===== src/rtl/event_wakeup_pkg.sv =====
// Shared constants and types for the event/wakeup controller.
package event_wakeup_pkg;

    // APB register word offsets
    localparam logic [7:0] OFF_MASK    = 8'h00;
    localparam logic [7:0] OFF_PENDING = 8'h04;
    localparam logic [7:0] OFF_TCMP    = 8'h08;
    localparam logic [7:0] OFF_TCTRL   = 8'h0C;
    localparam logic [7:0] OFF_TCNT    = 8'h10;

    // TIMER_CTRL bit positions
    localparam int CTRL_EN_BIT = 0;
    localparam int CTRL_AR_BIT = 1;

    // Event delivery handshake states
    typedef enum logic [1:0] {
        ST_IDLE  = 2'd0,
        ST_GRANT = 2'd1,
        ST_CLEAR = 2'd2
    } ewu_state_e;

endpackage


===== src/rtl/wakeup_timer.sv =====
// Free-running compare timer: counts while enabled, pulses match for one
// cycle when the count reaches the compare value, then restarts from 0.
module wakeup_timer (
    input  logic        clk_i,
    input  logic        rst_i,
    input  logic        en_i,
    input  logic        autoreload_i,
    input  logic        clr_i,
    input  logic [31:0] cmp_i,
    output logic        match_o,
    output logic        stop_o,
    output logic [31:0] cnt_o
);

    logic [31:0] cnt_q, cnt_d;

    // A compare value of zero disables matching entirely.
    assign match_o = en_i && (cmp_i != 32'd0) && (cnt_q == cmp_i);
    // One-shot mode asks the owner of TIMER_CTRL to drop the enable bit.
    assign stop_o  = match_o && !autoreload_i;
    assign cnt_o   = cnt_q;

    // Next count: register writes and zero compare hold/force 0, match wraps
    always_comb begin
        cnt_d = cnt_q;
        if (clr_i || (cmp_i == 32'd0) || match_o)
            cnt_d = 32'd0;
        else if (en_i)
            cnt_d = cnt_q + 32'd1;
    end

    // Count register
    always_ff @(posedge clk_i or posedge rst_i) begin
        if (rst_i) cnt_q <= 32'd0;
        else       cnt_q <= cnt_d;
    end

endmodule


===== src/rtl/event_wakeup_ctrl.sv =====
// Event/wakeup controller: latches rising edges of external events plus a
// timer match into PENDING, raises wakeup on any enabled pending bit, and
// hands enabled events to the core one at a time, lowest index first.
module event_wakeup_ctrl
    import event_wakeup_pkg::*;
#(
    parameter int APB_ADDR_WIDTH = 12,
    parameter int N_EXT_EVENTS   = 8
) (
    input  logic                      HCLK,
    input  logic                      HRESET,
    input  logic [APB_ADDR_WIDTH-1:0] PADDR,
    input  logic [31:0]               PWDATA,
    input  logic                      PWRITE,
    input  logic                      PSEL,
    input  logic                      PENABLE,
    output logic [31:0]               PRDATA,
    output logic                      PREADY,
    output logic                      PSLVERR,
    input  logic [N_EXT_EVENTS-1:0]   event_i,
    output logic                      event_valid_o,
    output logic [4:0]                event_id_o,
    input  logic                      event_ack_i,
    output logic                      wakeup_o
);

    localparam int NP = N_EXT_EVENTS + 1;  // external lines plus timer bit

    logic [NP-1:0]           mask_q, mask_d, pend_q, pend_d, pend_sw;
    logic [NP-1:0]           set_vec, w1c_vec, ack_vec, req, id_vec;
    logic [31:0]             cmp_q, cmp_d, tcnt;
    logic [1:0]              ctrl_q, ctrl_d;
    logic [N_EXT_EVENTS-1:0] ev_q, rise;
    logic                    armed_q, wake_q;
    logic                    wr_en, rd_en, tmr_match, tmr_stop, tmr_clr, ack_take;
    logic [4:0]              id_q, id_d, low_idx;
    ewu_state_e              state_q, state_d;

    logic sel_mask, sel_pend, sel_tcmp, sel_tctrl, sel_tcnt;

    assign wr_en     = PSEL && PENABLE && PWRITE;
    assign rd_en     = PSEL && PENABLE && !PWRITE;
    assign sel_mask  = (PADDR == APB_ADDR_WIDTH'(OFF_MASK));
    assign sel_pend  = (PADDR == APB_ADDR_WIDTH'(OFF_PENDING));
    assign sel_tcmp  = (PADDR == APB_ADDR_WIDTH'(OFF_TCMP));
    assign sel_tctrl = (PADDR == APB_ADDR_WIDTH'(OFF_TCTRL));
    assign sel_tcnt  = (PADDR == APB_ADDR_WIDTH'(OFF_TCNT));
    assign PREADY    = 1'b1;
    assign PSLVERR   = 1'b0;

    // armed_q masks the first cycle after reset so lines already high are
    // not mistaken for fresh edges.
    assign rise    = armed_q ? (event_i & ~ev_q) : '0;
    assign set_vec = {tmr_match, rise};
    assign w1c_vec = (wr_en && sel_pend) ? PWDATA[NP-1:0] : '0;
    assign mask_d  = (wr_en && sel_mask) ? PWDATA[NP-1:0] : mask_q;
    assign cmp_d   = (wr_en && sel_tcmp) ? PWDATA : cmp_q;
    assign tmr_clr = wr_en && (sel_tcmp || sel_tctrl);
    assign id_vec  = NP'(1) << id_q;
    assign ack_vec = ack_take ? id_vec : '0;
    // Hardware sets are OR'd in last so they win over any same-cycle clear.
    assign pend_sw = (pend_q & ~w1c_vec) | set_vec;
    assign pend_d  = (pend_sw & ~ack_vec) | set_vec;
    assign req     = pend_q & mask_q;

    // TIMER_CTRL: software write wins; one-shot match drops the enable bit
    always_comb begin
        ctrl_d = ctrl_q;
        if (wr_en && sel_tctrl)
            ctrl_d = PWDATA[1:0];
        else if (tmr_stop)
            ctrl_d[CTRL_EN_BIT] = 1'b0;
    end

    wakeup_timer u_timer (
        .clk_i        (HCLK),
        .rst_i        (HRESET),
        .en_i         (ctrl_q[CTRL_EN_BIT]),
        .autoreload_i (ctrl_q[CTRL_AR_BIT]),
        .clr_i        (tmr_clr),
        .cmp_i        (cmp_q),
        .match_o      (tmr_match),
        .stop_o       (tmr_stop),
        .cnt_o        (tcnt)
    );

    // Lowest-index priority encoder; scanning downward lets the lowest hit win
    always_comb begin
        low_idx = 5'd0;
        for (int i = NP - 1; i >= 0; i--)
            if (req[i]) low_idx = 5'(i);
    end

    // Register file, edge history and registered wakeup
    always_ff @(posedge HCLK or posedge HRESET) begin
        if (HRESET) begin
            mask_q  <= '0;
            pend_q  <= '0;
            cmp_q   <= 32'd0;
            ctrl_q  <= 2'd0;
            ev_q    <= '0;
            armed_q <= 1'b0;
            wake_q  <= 1'b0;
        end else begin
            mask_q  <= mask_d;
            pend_q  <= pend_d;
            cmp_q   <= cmp_d;
            ctrl_q  <= ctrl_d;
            ev_q    <= event_i;
            armed_q <= 1'b1;
            wake_q  <= |(pend_q & mask_q);
        end
    end

    // FSM state register with the latched grant index
    always_ff @(posedge HCLK or posedge HRESET) begin
        if (HRESET) begin
            state_q <= ST_IDLE;
            id_q    <= 5'd0;
        end else begin
            state_q <= state_d;
            id_q    <= id_d;
        end
    end

    // FSM next state; a grant is withdrawn if software clears its pending
    // or mask bit this cycle, so no ack is ever needed for a dead event
    always_comb begin
        state_d  = state_q;
        id_d     = id_q;
        ack_take = 1'b0;
        case (state_q)
            ST_IDLE: begin
                if (|req) begin
                    state_d = ST_GRANT;
                    id_d    = low_idx;
                end
            end
            ST_GRANT: begin
                if ((pend_sw & mask_d & id_vec) == '0) begin
                    state_d = ST_IDLE;
                end else if (event_ack_i) begin
                    state_d  = ST_CLEAR;
                    ack_take = 1'b1;
                end
            end
            ST_CLEAR: state_d = ST_IDLE;
            default:  state_d = ST_IDLE;
        endcase
    end

    // FSM outputs
    always_comb begin
        event_valid_o = (state_q == ST_GRANT);
        event_id_o    = id_q;
        wakeup_o      = wake_q;
    end

    // APB read mux, zero outside an access phase or during reset
    always_comb begin
        PRDATA = 32'd0;
        if (rd_en && !HRESET) begin
            if (sel_mask)  PRDATA = 32'(mask_q);
            if (sel_pend)  PRDATA = 32'(pend_q);
            if (sel_tcmp)  PRDATA = cmp_q;
            if (sel_tctrl) PRDATA = 32'(ctrl_q);
            if (sel_tcnt)  PRDATA = tcnt;
        end
    end

endmodule


===== config.mk =====
export PLATFORM = sky130hd
export DESIGN_NAME = event_wakeup_ctrl
export DESIGN_NICKNAME = d
export VERILOG_FILES = /design/src/rtl/event_wakeup_pkg.sv /design/src/rtl/wakeup_timer.sv /design/src/rtl/event_wakeup_ctrl.sv
export SDC_FILE = /design/constraint.sdc
export NUM_CORES = 1
export LEC_CHECK = 0
export CORE_ASPECT_RATIO = 1.25
export CORE_MARGIN = 3
export CORE_UTILIZATION = 53
export DETAILED_ROUTE_END_ITERATION = 7
export PLACE_DENSITY = 0.8
export SETUP_SLACK_MARGIN = 0.05
export SLEW_MARGIN = 0
export SYNTH_ARGS = -nofsm -noshare
export SYNTH_HDL_FRONTEND = slang
export SYNTH_SLANG_ARGS = --single-unit

===== constraint.sdc =====
create_clock -name HCLK -period 4 [get_ports HCLK]
set_input_delay 0.6 -clock HCLK [delete_from_list [all_inputs] [get_ports HCLK]]
set_output_delay 0.6 -clock HCLK [all_outputs]
set_load 0.03 [all_outputs]

==> flow_metrics.py <==
metrics = {
    "worst_setup_path": {
        "crit_path_end_kind": "output port",
        "rrSetupSlack_ps": 1180,
        "critical_path_arrival_ps": 3120,
        "worst-setup-path-type": "in -> out",
        "r2r-start": "u_timer.cnt_o[13]",
        "crit_fanout": 21,
        "ff2ff_path_depth": 7,
        "reg2reg_to": "pend_q[0]",
        "startpoint_type": "primary input",
        "critPathRequiredTime_ps": 3400,
    },
    "global_routing": {
        "grt_pass1_wl_um": 26500,
        "grt_max_degree": 53,
        "antenna_found_initial": 0,
        "grt_util_all_layers": 0.278,
        "grt_pass1_vias": 5287,
        "overflow": 0,
    },
    "layout": {
        "final_nets": 732,
        "seq_area_um2": 2500,
        "utilization": 0.687,
        "stdcell_area_um2": 7010,
        "finalNonFillerCells": 807,
        "area_growth_pct": 24.9,
        "n_antenna_cell": 0,
        "n_fill_cell": 789,
        "drive_above_1_share": 0.176,
        "multiInputGateArea_um2": 2960,
    },
    "clock_tree": {
        "cts_setup_buffers": 0,
        "cts_sinks": 100,
        "cts_root_buf": "clkbuf_16",
        "cts.htree.levels": 3,
        "cts_buffer_depth": 2,
        "clk_latency_ps": 350,
        "cts_resized": 0,
        "cts_buffers": 9,
        "cts_tree": "done",
        "holdBufCountCts": 0,
        "path_clk_slew_ps": 60,
    },
    "floorplanning": {
        "die-area_um2": 11900,
        "ios": 99,
        "die_h_um": 121,
        "std_cell_rows": 41,
        "die_w_um": 98.0,
        "core_area_um2": 10200,
        "start_util": 0.550,
    },
    "timing": {
        "drv_slew": 0,
        "finalSetupViolCount": 0,
        "hold_ws_ps": 547,
        "post-route-period-util": 0.930,
        "rsz0062_at_grt": "no",
        "fin_crit_ps": 3720,
        "hold_viol": 0,
        "clock_skew_ps": 10.8,
        "tns_ps": 0,
        "maxSlewHeadroom": 0.431,
        "tightest_slew_ps": 853,
        "fmax_mhz": 269,
    },
    "synthesis": {
        "postSynthCellCount": 578,
        "synth_top_cells_by_count": "100 x dfrtp_1, 75 x nor2_1, 48 x xor2_1",
        "avgSynthCellArea_um2": 9.71,
        "synth.area.top_cells": "dfrtp_1 45%, xor2_1 7.5%, mux2_2 7.4%",
        "synth_edf_count": 0,
        "yosys_warnings": 0,
        "ys_ff_latch": 100,
        "synth.most_common_cell": "dfrtp_1",
        "syn_area_um2": 5610,
        "synthArstFlopShare": 1.00,
        "synthDistinctLibCells": 56,
        "synth_ff_type": "dfrtp_1",
        "yosysTopAreaCell": "dfrtp_1",
        "seq_area_frac_synth": 0.446,
        "synth_top_cell_area_share": 0.446,
    },
    "power": {
        "p_leak_uw": 0.00311,
        "power.density_nw_per_um2": 290,
        "vdd_ir_drop_max_v": 0.000203,
    },
    "placed_design": {
        "numPortBuffers": 95,
        "dp.cells": 791,
        "place_hpwl_um": 12100,
        "dpl_cell_area_um2": 6710,
        "place.gp.congestion": 0.972,
    },
    "detailed_routing": {
        "ant_nets": 0,
        "drt-initial-drc-count": 397,
        "drc_errors": 0,
        "post_drt_via_cell_ratio": 6.34,
        "wl_um": 16200,
        "firstDrtPassIters": 6,
        "wl_per_cell_um": 20.1,
        "num_vias": 5119,
    },
    "flow_run": {
        "cap_viol_max_count": 0,
    },
    "hold_path": {
        "holdPathStages": 2,
        "whs_endpoint": "mask_q[6]",
        "min_path_type": "reg -> reg",
        "hp-start": "mask_q[6]",
    },
    "run_status": {
        "outcome": "finished clean",
    },
}
[cell families (layout without fill, tap and decap cells)]
family / count (synthesis) / after routing / synth area share
simple gates: 240 / 240 / 0.221
flops: 100 / 100 / 0.446
buf+inv: 41 / 139 / 0.0314
xor+xnor: 60 / 60 / 0.0936
compound gates: 91 / 91 / 0.119
mux: 43 / 43 / 0.0850
fa+ha+maj: 1 / 1 / 0.00223
other cells: 2 / 4 / 0.00134
[cell usage in the layout, fill, tap and decap left out, types with 5 or more instances in the layout]
| cell type | instances |
|---|---|
| nor2_1 | 74 |
| xor2_1 | 48 |
| a222oi_1 | 5 |
| xnor2_1 | 12 |
| inv_1 | 7 |
| nand2_1 | 43 |
| and3_1 | 7 |
| buf_4 | 49 |
| nor4_1 | 21 |
| mux2_2 | 37 |
| mux2i_1 | 6 |
| or3_1 | 6 |
| dfrtp_1 | 100 |
| o21ai_0 | 5 |
| a22oi_1 | 27 |
| a41oi_1 | 6 |
| clkdlybuf4s50_1 | 63 |
| clkbuf_16 | 9 |
| or4_1 | 5 |
| a21oi_1 | 16 |
| nand3_1 | 21 |
| nand3b_1 | 11 |
| nand4_1 | 17 |
| nor3_1 | 7 |
[report_power, final]
group,switching [uW],internal [uW]
sequential,9.20,1020
combinational,60.8,66.8
clock,390,488
[worst max-delay path by stage]
stage | start | to | slack, ps | depth (start not counted)
2_1_floorplan | PADDR[9] | pend_q[0] | 310 | 8
4_1_cts | PADDR[9] | PRDATA[16] | 320 | 9
3_3_place_gp | PADDR[9] | pend_q[5] | 130 | 9
5_1_grt | PADDR[9] | PRDATA[14] | 170 | 9
3_5_place_dp | PADDR[9] | pend_q[2] | 90 | 9
6_report | PADDR[9] | PRDATA[12] | 280 | 9
[layer usage]
metal / vias to the layer above / part of all wire / GRT usage
met5: - / 0 / 0
met4: 0 / 0.035 / 0.129
met3: 62 / 0.067 / 0.0506
met2: 264 / 0.53 / 0.503
met1: 2492 / 0.37 / 0.316
li1: 2301 / - / -
[worst max-delay path, stage by stage]
cell and delay [ps]:
clkdlybuf4s50_1 400, or4_4 570, or2_0 280, or3_1 400
nor2_2 130, buf_4 260, a22oi_1 140, nor2_1 140
buf_4 180
[state kept, by name, summed over array words and instances, names as in the netlist]
register,cells
armed_q,1
cmp_q,32
ctrl_q,2
state_q,2
ev_q,8
pend_q,9
mask_q,9
u_timer.cnt_o,32
wakeup_o,1
event_id_o,4
[stage by stage]
step,total power [uW],setup slack [ps]
2_1_floorplan,1090,312
3_5_place_dp,1170,89.7
6_report,2030,281
4_1_cts,2040,319
3_3_place_gp,1170,133
5_1_grt,2090,167
[layout make-up]
cell class / instances / area share
Multi-Input combinational cell: 439 / 0.422
Sequential cell: 100 / 0.357
Timing Repair Buffer: 115 / 0.151
Clock buffer: 9 / 0.0321
Tap cell: 129 / 0.0230
Clock inverter: 7 / 0.0105
Inverter: 8 / 0.00446
No activity file was read; power rests on OpenSTA's default activity.
